==> config.mk <==
export PLATFORM = sky130hd
export DESIGN_NAME = pen_byte_packer
export DESIGN_NICKNAME = d
export VERILOG_FILES = /design/src/rtl/cpc_video_pkg.sv /design/src/rtl/byte_fifo.sv /design/src/rtl/pen_byte_packer.sv
export SDC_FILE = /design/constraint.sdc
export NUM_CORES = 1
export LEC_CHECK = 0
export CORE_ASPECT_RATIO = 0.5
export CORE_MARGIN = 8
export CORE_UTILIZATION = 58
export DETAILED_ROUTE_END_ITERATION = 7
export PLACE_DENSITY = 0.79
export RECOVER_POWER = 50
export SYNTH_ARGS = -nofsm -noshare
export SYNTH_HDL_FRONTEND = slang
export SYNTH_SLANG_ARGS = --single-unit
==> constraint.sdc <==
create_clock -name clk -period 5.3 [get_ports clk]
set_input_delay 1.06 -clock clk [delete_from_list [all_inputs] [get_ports clk]]
set_output_delay 1.06 -clock clk [all_outputs]
set_load 0.01 [all_outputs]
==> src/rtl/cpc_video_pkg.sv <==
// Shared CPC video definitions: screen modes, pixels per byte and the pen-to-byte bit layout.
package cpc_video_pkg;

    typedef enum logic [1:0] {
        MODE0 = 2'd0,
        MODE1 = 2'd1,
        MODE2 = 2'd2,
        MODE3 = 2'd3
    } mode_t;

    localparam int unsigned PPB_MODE0 = 2;
    localparam int unsigned PPB_MODE1 = 4;
    localparam int unsigned PPB_MODE2 = 8;

    // One queued output byte together with the mode it was packed in.
    typedef struct packed {
        logic       partial;
        mode_t      mode;
        logic [7:0] data;
    } packed_byte_t;

    // Pixels held by one screen byte; mode 3 behaves like mode 0.
    function automatic logic [3:0] pixels_per_byte(input mode_t m);
        case (m)
            MODE1:   return 4'(PPB_MODE1);
            MODE2:   return 4'(PPB_MODE2);
            default: return 4'(PPB_MODE0);
        endcase
    endfunction

    // Bits contributed to the screen byte by pixel idx (0 = leftmost) with pen number pen.
    function automatic logic [7:0] pen_to_bits(input mode_t m, input logic [2:0] idx,
                                              input logic [3:0] pen);
        logic [7:0] bits;
        bits = '0;
        case (m)
            MODE1: bits = 8'({pen[0], 3'b000, pen[1], 3'b000}) >> idx[1:0];
            MODE2: bits = 8'({pen[0], 7'b0000000}) >> idx;
            default: begin
                if (!idx[0])
                    bits = {pen[0], 1'b0, pen[2], 1'b0, pen[1], 1'b0, pen[3], 1'b0};
                else
                    bits = {1'b0, pen[0], 1'b0, pen[2], 1'b0, pen[1], 1'b0, pen[3]};
            end
        endcase
        return bits;
    endfunction

endpackage

==> src/rtl/byte_fifo.sv <==
// Small output FIFO for packed screen bytes; space is registered from the next-state count.
module byte_fifo
    import cpc_video_pkg::*;
#(
    parameter int unsigned DEPTH = 4
) (
    input  logic         clk,
    input  logic         reset_n,
    input  logic         push,
    input  packed_byte_t push_data,
    input  logic         pop_ready,
    output logic         head_valid,
    output packed_byte_t head_data,
    output logic         space
);

    localparam int unsigned AW = (DEPTH > 1) ? $clog2(DEPTH) : 1;
    localparam int unsigned CW = $clog2(DEPTH + 1);

    packed_byte_t  mem [DEPTH];
    logic [AW-1:0] wr_ptr;
    logic [AW-1:0] rd_ptr;
    logic [CW-1:0] count;
    logic [CW-1:0] count_next;
    logic          pop;

    assign head_valid = (count != '0);
    assign head_data  = mem[rd_ptr];

    // Occupancy after this edge; push and pop together leave it unchanged.
    always_comb begin
        pop        = head_valid & pop_ready;
        count_next = count;
        if (push && !pop)
            count_next = count + CW'(1);
        else if (!push && pop)
            count_next = count - CW'(1);
    end

    // Storage, pointers, count and the registered not-full flag.
    always_ff @(posedge clk) begin
        if (!reset_n) begin
            for (int i = 0; i < int'(DEPTH); i++)
                mem[i] <= '0;
            wr_ptr <= '0;
            rd_ptr <= '0;
            count  <= '0;
            space  <= 1'b0;
        end else begin
            if (push) begin
                mem[wr_ptr] <= push_data;
                wr_ptr      <= wr_ptr + AW'(1);
            end
            if (pop)
                rd_ptr <= rd_ptr + AW'(1);
            count <= count_next;
            space <= (count_next != CW'(DEPTH));
        end
    end

endmodule

==> src/rtl/pen_byte_packer.sv <==
// Packs per-pixel pen numbers into CPC screen-memory bytes using the mode-dependent layout.
module pen_byte_packer
    import cpc_video_pkg::*;
#(
    parameter int unsigned FIFO_DEPTH = 4
) (
    input  logic       clk,
    input  logic       reset_n,
    input  logic [1:0] mode,
    input  logic       pix_valid,
    output logic       pix_ready,
    input  logic [3:0] pix_pen,
    input  logic       pix_last,
    output logic       out_valid,
    input  logic       out_ready,
    output logic [7:0] out_data,
    output logic [1:0] out_mode,
    output logic       out_partial
);

    typedef enum logic {
        IDLE = 1'b0,
        FILL = 1'b1
    } state_t;

    state_t       state;
    logic [7:0]   acc;
    logic [2:0]   idx;
    mode_t        mode_q;

    mode_t        cur_mode;
    logic [3:0]   ppb;
    logic [7:0]   merged;
    logic         accept;
    logic         complete;
    logic         push;
    packed_byte_t push_data;
    packed_byte_t head;
    logic         space;

    // Current pixel merged into the byte; mode is taken live only on the first pixel.
    always_comb begin
        cur_mode  = (idx == 3'd0) ? mode_t'(mode) : mode_q;
        ppb       = pixels_per_byte(cur_mode);
        accept    = pix_valid & pix_ready;
        merged    = acc | pen_to_bits(cur_mode, idx, pix_pen);
        complete  = (({1'b0, idx}) + 4'd1) == ppb;
        push      = accept & (complete | pix_last);
        push_data.partial = ~complete;
        push_data.mode    = cur_mode;
        push_data.data    = merged;
    end

    // Accumulator FSM: IDLE holds an empty byte, FILL a partially built one.
    always_ff @(posedge clk) begin
        if (!reset_n) begin
            state  <= IDLE;
            acc    <= '0;
            idx    <= '0;
            mode_q <= MODE0;
        end else if (accept) begin
            if (push) begin
                state <= IDLE;
                acc   <= '0;
                idx   <= '0;
            end else begin
                state  <= FILL;
                acc    <= merged;
                idx    <= idx + 3'd1;
                mode_q <= cur_mode;
            end
        end
    end

    byte_fifo #(
        .DEPTH (FIFO_DEPTH)
    ) u_fifo (
        .clk        (clk),
        .reset_n    (reset_n),
        .push       (push),
        .push_data  (push_data),
        .pop_ready  (out_ready),
        .head_valid (out_valid),
        .head_data  (head),
        .space      (space)
    );

    assign pix_ready   = space;
    assign out_data    = head.data;
    assign out_mode    = head.mode;
    assign out_partial = head.partial;

endmodule
### Yosys cells after proc, flatten, opt, wreduce, memory -nomap -nowiden

Memories as Yosys holds them, arrays and structs flattened. A register that Yosys moved wholly into a read port is not among the register bits.
Cells that the tools add are included.

* flip-flop bits (word level): 21
* memory bits (writable): 44
* input bits: 11
* output and inout bits: 13
* word-level logic and storage cells: 52
* memories kept: 1

Memories
* u_fifo.mem: depth 4, bits a word 11, rd ports 1, clocked after memory_dff 1, wr ports 4, line byte_fifo.sv:20 `packed_byte_t mem [DEPTH];`

* add/sub/neg operators: 6
* eq/ne operators: 4
* shifts and indexed selects: 2
* mux-type cells: 17
* bitwise logic cells: 7
* reductions and logical operators: 8

Operators with widths (count)
* $mux 8: 2
* $pmux 8 s2: 1
* $mux 11: 1
* $reduce_or 11->1: 1
* $mux 3: 3
* $mux 2: 4
* $or 8x8->8: 1
* $pmux 4 s2: 1
* $shr 8x2->8: 1
* $shr 8x3->8: 1
* $add 3x1->3 const B: 2
* $mux 1: 5
* $add 2x1->2 const B: 2
* $add 3x1->4 const B: 1
* $eq 4x4->1: 1
* $and 1x1->1: 3
* $logic_not 3->1: 1
* $ne 3x3->1 const B: 1
* $reduce_bool 3->1: 1
* $sub 3x1->3 const B: 1
* $eq 2x1->1 const B: 1
* $eq 2x2->1 const B: 1
* $logic_and 1x1->1: 2
* $logic_not 1->1: 2
* 3 further kinds: 4

### Logic depth before layout (Yosys ltp)

Gate-level depths: netlist of the first run.

* depth after elaboration: 12
* depth in mapped cells: 14

### Modules after synthesis

From an unflattened synthesis of the first run, not the netlist that was laid out.

* cell total of the unflattened synthesis: 271
* area total of the unflattened synthesis: 3311.9 sq um

Modules (own cells, without submodules)
* byte_fifo: times used 1, cells an instance 185, area an instance 2546.2 sq um, sequential area each 1521.5 sq um
* pen_byte_packer: times used 1, cells an instance 86, area an instance 765.7 sq um, sequential area each 260.2 sq um

### Least setup slack after synthesis of the first run

Ideal clock, no wire load.

* path kind: input -> register
* start: input mode[1]
* end: memory u_fifo.mem[1][0] in the netlist's numbering, enable pin
* setup time: 0.394 ns
* arrival time: 3.670 ns
* setup slack: 1.235 ns
* stages: 8
* cell sequence: mux2i_1 inv_1 ha_1 clkbuf_1 xor2_1 a2111o_1 a21o_1 o21ai_0

RTL lines
* start: declaration: line pen_byte_packer.sv:9 `input logic [1:0] mode,`
* end: declaration: line byte_fifo.sv:20

==> out/summary.json, run 1 <==
{
  "run_status": "finished, final reports clean",
  "net-switching-power_w": 0.000417,
  "global_route.usage.met2_pct": 25.4,
  "clock_tree.buffer_depth": 2,
  "instances_no_fill": 364,
  "number_of_enable_flip_flop_cells_after_synthesis": 44,
  "vias_in_the_first_global_route": 1954,
  "estimated_wirelength_of_the_detail_placed_design_um": 4440,
  "yosys_warnings": 0,
  "fmax_mhz": 219,
  "timing.final.max_slew_violations": 0,
  "die_w_um": 119,
  "post_synth_num_cell_types": 43,
  "worst_setup_path_start_kind": "flop",
  "drv.max_cap_violation_count": 0,
  "power.internal_w": 0.000942,
  "fraction_of_final_layout_cells_with_drive_strength_greater_than_1_pct": 12.2,
  "gr-usage-all-layers_pct": 16.3,
  "swShare_pct": 30.7,
  "gp_weighted_congestion": 0.845,
  "synth_ff_type": "edfxtp_1",
  "area_overhead_of_the_layout_relative_to_synthesis_pct": 14.6,
  "htree_levels": 3,
  "crit_fanout": 14,
  "setup_repair_after_global_routing_missed_its_margin": "false",
  "post-route-period-util_pct": 86.1,
  "post_cts_hold_buffer_count": 0,
  "synth_fp_nets": 282,
  "vdd.ir_drop.worst_v": 0.000262,
  "worst_r2r_path_depth": 11,
  "die_area_mm2": 0.00808,
  "relSlewSlack_pct": 50.4,
  "setup-tns-final_ns": 0,
  "cp_data_required_time_ns": 5.29,
  "sequential_to_total_area_share_from_yosys_stat_pct": 57.5,
  "num_rows": 18,
  "min_path_cells": 2,
  "period_minus_slack_ns": 4.57,
  "setup_viol_count_final": 0,
  "numClockSinks": 67,
  "syn-instance-count": 264,
  "cts_setup_buffers": 0,
  "detailedRoute.firstIterationViolations": 149,
  "power-per-cell-area_mw_per_mm2": 383,
  "ys_async_sr_fraction_pct": 0,
  "post_cts.resized_instances": 0,
  "total_nets_final": 307,
  "grt_pass1_wl_um": 10100,
  "timing.hold.ws_ns": 0.490,
  "power.share.combinational_pct": 24.8,
  "grtUsageMet1_pct": 21.5,
  "port_buffers": 23,
  "seqPwrFrac_pct": 47.5,
  "via_count": 2023,
  "initial_utilization_pct": 61.4,
  "grt_start_max_net_pins": 24,
  "hold_viol": 0,
  "post-place-cells": 348,
  "drcViolationCount": 0,
  "avgSynthCellArea_um2": 11.7,
  "leakagePower_nw": 1.36,
  "wl_per_cell_um": 17.0,
  "die_height_um": 67.7,
  "hold_class": "reg2reg",
  "io-pin-count": 24,
  "crit_type": "reg2reg",
  "grt-busiest-layer": "met2",
  "detail_route.vias_per_cell": 5.56,
  "syn_area_mm2": 0.00310,
  "coreArea_mm2": 0.00504,
  "filler_instances": 365,
  "worstSetupEndpointType": "flop",
  "antenna_violating_nets_post_route": 0,
  "tritoncts.num_buffers": 9,
  "clock_power_share_pct": 27.7,
  "grt_use_met3_pct": 5.49,
  "worst-slew-pin-transition_ns": 0.743,
  "endpoint_arrival_time_on_the_critical_path_ns": 4.56,
  "antenna_cells": 0,
  "cts.clk_slew.worst_paths_ns": 0.07,
  "postLayoutCoreUtil_pct": 70.3,
  "final.setup_skew_ns": 0.00755,
  "ffs_latches_synth": 67,
  "cts_tree": "done",
  "clockRootBuffer": "clkbuf_8",
  "postRouteWirelength_um": 6190,
  "antenna_violations_before_repair": 0,
  "detail_route.first_pass.iterations": 4,
  "grt.overflow.total": 0,
  "clock_insertion_delay_worst_skew_ns": 0.34
}
[power groups by stage]
| stage | Sequential, W | Combinational, W | Clock (W) |
|---|---|---|---|
| global route | 0.000655 | 0.000369 | 0.000407 |
| detailed placement | 0.000660 | 0.000351 | 0 |
| global placement | 0.000656 | 0.000341 | 0 |
| floorplan | 0.000631 | 0.000250 | 0 |
| CTS | 0.000648 | 0.000353 | 0.000383 |
| finish | 0.000646 | 0.000338 | 0.000376 |
[worst max-delay path: stages (launching register included)]
cell and delay, ns:
dfxtp_1 0.40, inv_1 0.24, ha_1 0.18, nor2b_1 0.26
mux2i_1 0.60, ha_1 0.43, xor2_1 0.21, a2111o_1 0.46
a21oi_4 0.28, nand2_1 0.31, or3_4 0.49, nand2_1 0.37
[synthesized netlist by cell type, drive strengths merged (2+ instances only)]
master    n  area [um2]
a21o      3        22.5
a21oi    16        91.3
a22oi     2        15.0
a2bb2oi   5        43.8
and2      2        12.5
buf       6        41.3
clkbuf    8        30.0
dfxtp    23         460
edfxtp   44        1320
ha        7        87.6
inv      18        67.6
maj3      2        20.0
mux2i     4        40.0
mux4     11         248
nand2    10        40.0
nand2b    4        25.0
nand3     4        20.0
nand3b    2        15.0
nor2     54         203
nor3      7        35.0
o21ai     4        20.0
or2       4        25.0
or3       4        30.0
xnor2     4        35.0
xor2      4        35.0
[layout make-up]
class	instances	area, um2	area share (%)
tap	70	87.6	2.47
clock buffer	9	124	3.49
timing repair buffer	28	260	7.33
clock inverter	7	53.8	1.52
inverter	18	67.6	1.90
sequential	67	1780	50.2
multi-input combinational	165	1170	33.1
[metrics by stage]
stage / setup WS, ns / instance area (um2) / power, W
global placement: 0.772 / 3380 / 0.000997
floorplan: 1.24 / 3100 / 0.000881
detailed placement: 0.586 / 3380 / 0.00101
CTS: 0.884 / 3560 / 0.00138
global route: 0.433 / 3550 / 0.00143
finish: 0.734 / 3550 / 0.00136
[cells in the final DEF (no fill, tap or decap), types with 2 or more instances in the layout]
cell type         n
clkbuf_1          2
a2bb2oi_1         5
or2_2             3
dfxtp_1          23
mux2i_1           4
buf_4             3
or3_1             3
clkdlybuf4s50_1   9
ha_1              7
nor3_1            7
edfxtp_1         44
nand2b_1          4
maj3_1            2
nor2_1           54
nand2_1          10
nand3_1           4
o21ai_0           4
a21oi_1          15
a22oi_1           2
clkinv_2          2
inv_1            18
a21o_1            3
mux4_2           11
nand3b_1          2
clkbuf_8          9
dlygate4sd3_1    14
xor2_1            4
clkinv_4          4
xnor2_1           4
[state kept, by name, summed over array words and instances, names as in the netlist, named ones only]
register	count
u_fifo.count	3
u_fifo.mem	44
acc	8
idx	3
u_fifo.space	1
mode_q	2
u_fifo.rd_ptr	2
u_fifo.wr_ptr	2
[routing by layer]
layer,vias to the layer above,wire [um]
met3,5,551
met4,0,49
met2,71,2680
met5,-,0
met1,965,2910
li1,982,-
[logic make-up after synthesis]
family | Yosys count | synth area share [%]
mux | 15 | 9.29
simple gates | 94 | 13.8
xor+xnor | 9 | 3.03
compound gates | 38 | 8.36
flops | 67 | 57.5
buf+inv | 32 | 4.48
fa+ha+maj | 9 | 3.47
[worst paths after layout]
kind	from	end	slack [ns]
max	idx[0]	u_fifo.mem[0][5]	0.73
max reg2reg	idx[0]	u_fifo.mem[0][5]	0.73
min reg2reg	mode_q[1]	mode_q[1]	0.49
min	mode_q[1]	mode_q[1]	0.49
Power figures use the tool's default switching activity.
==> run 2: changes to the inputs <==
Settings changed: GPL_ROUTABILITY_DRIVEN from default to 0.
==> out/summary.json, run 2 (synthesis results as in run 1) <==
{
  "worst_setup_path_start_kind": "flop",
  "clock_insertion_delay_worst_skew_ns": 0.36,
  "postLayoutCoreUtil_pct": 70.9,
  "grt_pass1_wl_um": 10200,
  "numClockSinks": 67,
  "post-place-ws_ns": 0.633,
  "wl_per_cell_um": 17.6,
  "htree_levels": 3,
  "mostFrequentLayoutCell": "nor2_1",
  "antenna_cells": 0,
  "post-route-period-util_pct": 87.6,
  "area_overhead_of_the_layout_relative_to_synthesis_pct": 15.4,
  "grt_start_max_net_pins": 24,
  "setup_repair_after_global_routing_missed_its_margin": "false",
  "detail_route.first_pass.iterations": 4,
  "filler_instances": 375,
  "vias_in_the_first_global_route": 2017,
  "tritoncts.num_buffers": 9,
  "clock_tree.buffer_depth": 2,
  "leakagePower_nw": 1.37,
  "timing.final.max_slew_violations": 0,
  "die_w_um": 119,
  "postRouteWirelength_um": 6400,
  "most-common-layout-cells": "nor2_1 (54), edfxtp_1 (44), dfxtp_1 (23)",
  "worstSetupEndpointType": "flop",
  "period_minus_slack_ns": 4.64,
  "final.setup_skew_ns": 0.0130,
  "crit_type": "reg2reg",
  "die_area_mm2": 0.00808,
  "hold_class": "reg2reg",
  "crit_fanout": 14,
  "cts_setup_buffers": 0,
  "largest_register_ff_count": 44,
  "detailedRoute.firstIterationViolations": 192,
  "run_status": "finished, final reports clean",
  "fmax_mhz": 215,
  "worst_setup_path_startpoint": "idx[0]",
  "detail_route.vias_per_cell": 5.66,
  "max_flop_register": "u_fifo.mem",
  "cts_tree": "done",
  "post_cts.resized_instances": 0,
  "die_height_um": 67.7,
  "vdd.ir_drop.worst_v": 0.000280,
  "relSlewSlack_pct": 48.5,
  "port_buffers": 23,
  "initial_utilization_pct": 61.4,
  "total_nets_final": 307,
  "biggestRegsByFlops": "u_fifo.mem x44, acc x8",
  "rr_startpoint": "idx[0]",
  "power-per-cell-area_mw_per_mm2": 402,
  "via_count": 2056,
  "gr-usage-all-layers_pct": 17.0,
  "cts.clk_slew.worst_paths_ns": 0.07,
  "antenna_violating_nets_post_route": 0,
  "min_from": "mode_q[1]",
  "grt.overflow.total": 0,
  "io-pin-count": 24,
  "num_rows": 18,
  "estimated_wirelength_of_the_detail_placed_design_um": 4490,
  "setup-tns-final_ns": 0,
  "cp_data_required_time_ns": 5.31,
  "drcViolationCount": 0,
  "worst-slew-pin-transition_ns": 0.771,
  "coreArea_mm2": 0.00504,
  "endpoint_arrival_time_on_the_critical_path_ns": 4.65,
  "post_cts_hold_buffer_count": 0,
  "layout_setup_ws_ns": 0.660,
  "antenna_violations_before_repair": 0,
  "drv.max_cap_violation_count": 0,
  "setup_viol_count_final": 0,
  "clockRootBuffer": "clkbuf_8",
  "hold_viol": 0,
  "fraction_of_final_layout_cells_with_drive_strength_greater_than_1_pct": 11.9
}
## run 2: cell types whose count changed in the layout (fill, tap and decap cells not counted), sizes merged
cell	change
clkinvlp	+2
bufinv	+2
clkinv	-5
## run 2: final cells by class
| class | count | area (um2) | area share, % |
|---|---|---|---|
| clock inverters | 6 | 88.8 | 2.49 |
| well taps | 70 | 87.6 | 2.45 |
| flip-flops and latches | 67 | 1780 | 49.8 |
| multi-input cells | 165 | 1160 | 32.6 |
| inverters | 18 | 67.6 | 1.89 |
| clock buffers | 9 | 124 | 3.47 |
| repair buffers | 28 | 260 | 7.28 |
## run 2: path summary, 6_finish.rpt
check	end	slack (ns)	cells after the start
worst max-delay path	u_fifo.mem[0][2]	0.66	11
worst min-delay path	mode_q[1]	0.49	2
worst max register to register	u_fifo.mem[0][2]	0.66	11
worst min register to register	mode_q[1]	0.49	2
## run 2: worst max-delay path, stage by stage (launching register included)
cell and delay, ns:
dfxtp_1 0.39, inv_1 0.22, ha_1 0.17, nor2b_1 0.25, mux2i_1 0.55, ha_1 0.41
xor2_1 0.21, a2111o_1 0.44, a21oi_1 0.53, nand2_2 0.28, or3_4 0.46, nand2_1 0.38
## run 2: through the flow
step / cells / hold WS, ns / power, W / area (um2)
finish: 363 / 0.490 / 0.00144 / 3570
floorplan: 264 / 0.450 / 0.000881 / 3100
detailed placement: 348 / 0.480 / 0.00101 / 3380
global placement: 348 / 0.467 / 0.000996 / 3380
global route: 363 / 0.527 / 0.00150 / 3570
CTS: 363 / 0.494 / 0.00147 / 3590
## run 2: per-layer routing
layer | up-vias | global-route usage, % | share of wire (%)
li1 | 983 | - | -
met1 | 992 | 21.7 | 44
met2 | 70 | 27.2 | 46
met3 | 11 | 5.57 | 8.4
met4 | 0 | 6.01 | 1.4
met5 | - | 0 | 0
## run 2: where the power goes
part / switching [W] / internal [W]
combinational: 0.000165 / 0.000170
clock: 0.000194 / 0.000262
sequential: 0.0000469 / 0.000600
==> run 3: changes to the inputs <==
Settings changed: CORE_UTILIZATION 58 to 62, PLACE_DENSITY 0.79 to 0.84.
Clock period 5.3 ns to 5.4 ns, I/O delays scaled along.
==> out/summary.json, run 3 (synthesis results as in run 1) <==
{
  "run_status": "finished, final reports clean",
  "grt_start_max_net_pins": 24,
  "post_cts.resized_instances": 0,
  "critical_path.top_delay_family": "simple AND/OR/NAND/NOR gates",
  "postRouteWirelength_um": 6300,
  "initial_utilization_pct": 63.7,
  "vdd.ir_drop.worst_v": 0.000259,
  "die_w_um": 116,
  "worst_r2r_path_depth": 12,
  "area_overhead_of_the_layout_relative_to_synthesis_pct": 15.0,
  "worst_path_most_repeated_cell": "nand2_1",
  "min_path_cells": 2,
  "timing.critical_path.slowest_cell_delay_ns": 0.55,
  "crit_type": "in2reg",
  "post-route-period-util_pct": 86.2,
  "htree_levels": 3,
  "numClockSinks": 67,
  "detail_route.vias_per_cell": 5.70,
  "gr-usage-all-layers_pct": 17.2,
  "cts_tree": "done",
  "period_minus_slack_ns": 4.66,
  "setup_viol_count_final": 0,
  "clockRootBuffer": "clkbuf_8",
  "hold_viol": 0,
  "detail_route.first_pass.iterations": 5,
  "post_cts_hold_buffer_count": 0,
  "crit_path_top_delay_cell": "mux2i_1",
  "tritoncts.num_buffers": 9,
  "cp_data_required_time_ns": 5.39,
  "largest_register_ff_count": 44,
  "net-switching-power_w": 0.000385,
  "final.setup_skew_ns": 0.00768,
  "r2r_endpoint": "u_fifo.mem[0][6]",
  "antenna_cells": 0,
  "instances_no_fill": 362,
  "drv.max_cap_violation_count": 0,
  "path_cells": "clkdlybuf4s50_1 -> mux2i_1 -> inv_1 -> ha_1 -> xor2_1 -> a2111o_1 -> a21oi_4 -> nand2_1 -> or3_4 -> nand2_1",
  "clock_insertion_delay_worst_skew_ns": 0.34,
  "setup_repair_after_global_routing_missed_its_margin": "false",
  "worstSetupEndpointType": "flop",
  "mostFrequentLayoutCell": "nor2_1",
  "most-common-layout-cells": "nor2_1 (54), edfxtp_1 (44), dfxtp_1 (23)",
  "relSlewSlack_pct": 50.9,
  "power.internal_w": 0.00101,
  "io-pin-count": 24,
  "rr_startpoint": "idx[0]",
  "clock_tree.buffer_depth": 2,
  "num_rows": 18,
  "power-per-cell-area_mw_per_mm2": 393,
  "clock_power_share_pct": 31.0,
  "biggestRegsByFlops": "u_fifo.mem x44, acc x8",
  "detailedRoute.firstIterationViolations": 166,
  "worst_setup_path_start_kind": "input port",
  "min_delay_worst_endpoint": "mode_q[0]",
  "power.share.combinational_pct": 23.5,
  "post-place-cells": 346,
  "swShare_pct": 27.5,
  "port_buffers": 23,
  "die_area_mm2": 0.00765,
  "min_from": "mode_q[0]",
  "endpoint_arrival_time_on_the_critical_path_ns": 4.65,
  "fraction_of_final_layout_cells_with_drive_strength_greater_than_1_pct": 10.3,
  "cts.clk_slew.worst_paths_ns": 0.07,
  "max_flop_register": "u_fifo.mem",
  "crit_fanout": 14,
  "grt.overflow.total": 0,
  "grt_pass1_wl_um": 9850,
  "worst-slew-pin-transition_ns": 0.735,
  "coreArea_mm2": 0.00486,
  "antenna_violations_before_repair": 0,
  "estimated_wirelength_of_the_detail_placed_design_um": 4370,
  "timing.final.max_slew_violations": 0,
  "total_nets_final": 305,
  "antenna_violating_nets_post_route": 0,
  "cts_setup_buffers": 0,
  "timing.critical_path.buf_inv": 2,
  "drcViolationCount": 0,
  "postLayoutCoreUtil_pct": 73.2,
  "wl_per_cell_um": 17.4,
  "die_height_um": 66.0,
  "seqPwrFrac_pct": 45.5,
  "vias_in_the_first_global_route": 1975,
  "setup.reg_to_reg.worst_slack_ns": 0.77,
  "hold_class": "reg2reg",
  "fmax_mhz": 215,
  "leakagePower_nw": 1.36,
  "via_count": 2064,
  "setup-tns-final_ns": 0
}
run 3: cell count changes in the layout (fill, tap and decap cells not counted), sizes merged:
cell	delta
buf	-3
clkbuf	+3
clkinv	+2
clkinvlp	-2
inv	-1
run 3: power groups by stage:
stage	registers, W	clock network [W]	logic (W)
detailed placement	0.000646	0	0.000340
global route	0.000643	0.000463	0.000356
global placement	0.000644	0	0.000329
finish	0.000635	0.000434	0.000329
CTS	0.000636	0.000441	0.000346
floorplan	0.000620	0	0.000245
run 3: layout make-up:
cell class | instances | area (um2)
clock inverter | 5 | 77.6
sequential | 67 | 1780
timing repair buffer | 26 | 241
inverter | 18 | 67.6
tap | 70 | 87.6
multi-input combinational | 165 | 1170
fill | 332 | 1300
clock buffer | 11 | 131
run 3: how the worst max path moves through the flow:
| stage | start | to | depth (start not counted) |
|---|---|---|---|
| detailed placement | mode[1] | u_fifo.mem[0][5] | 10 |
| finish | mode[1] | u_fifo.mem[0][6] | 10 |
| global placement | mode[1] | u_fifo.mem[0][8] | 10 |
| CTS | mode[1] | u_fifo.mem[0][6] | 10 |
| floorplan | mode[1] | u_fifo.mem[1][0] | 8 |
| global route | idx[0] | u_fifo.mem[0][6] | 12 |
run 3: through the flow:
step	area, um2	hold slack, ns	setup WS (ns)	total power, W
floorplan	3100	0.450	1.32	0.000865
global placement	3370	0.464	0.746	0.000973
detailed placement	3370	0.479	0.575	0.000986
CTS	3570	0.494	0.898	0.00142
global route	3560	0.512	0.440	0.00146
finish	3560	0.492	0.743	0.00140
run 3: tightest hold or removal path: stages, from the launching register on:
cell,delay [ns]
dfxtp_1,0.32
a21oi_1,0.07
nor2_1,0.07
run 3: per-layer routing:
layer  up-vias  GRT usage, %  wire length [um]
met5         -             0                 0
met1       997          21.5              2830
met2        80          28.0              2940
met4         0          5.28                58
li1        977             -                 -
met3        10          5.65               471
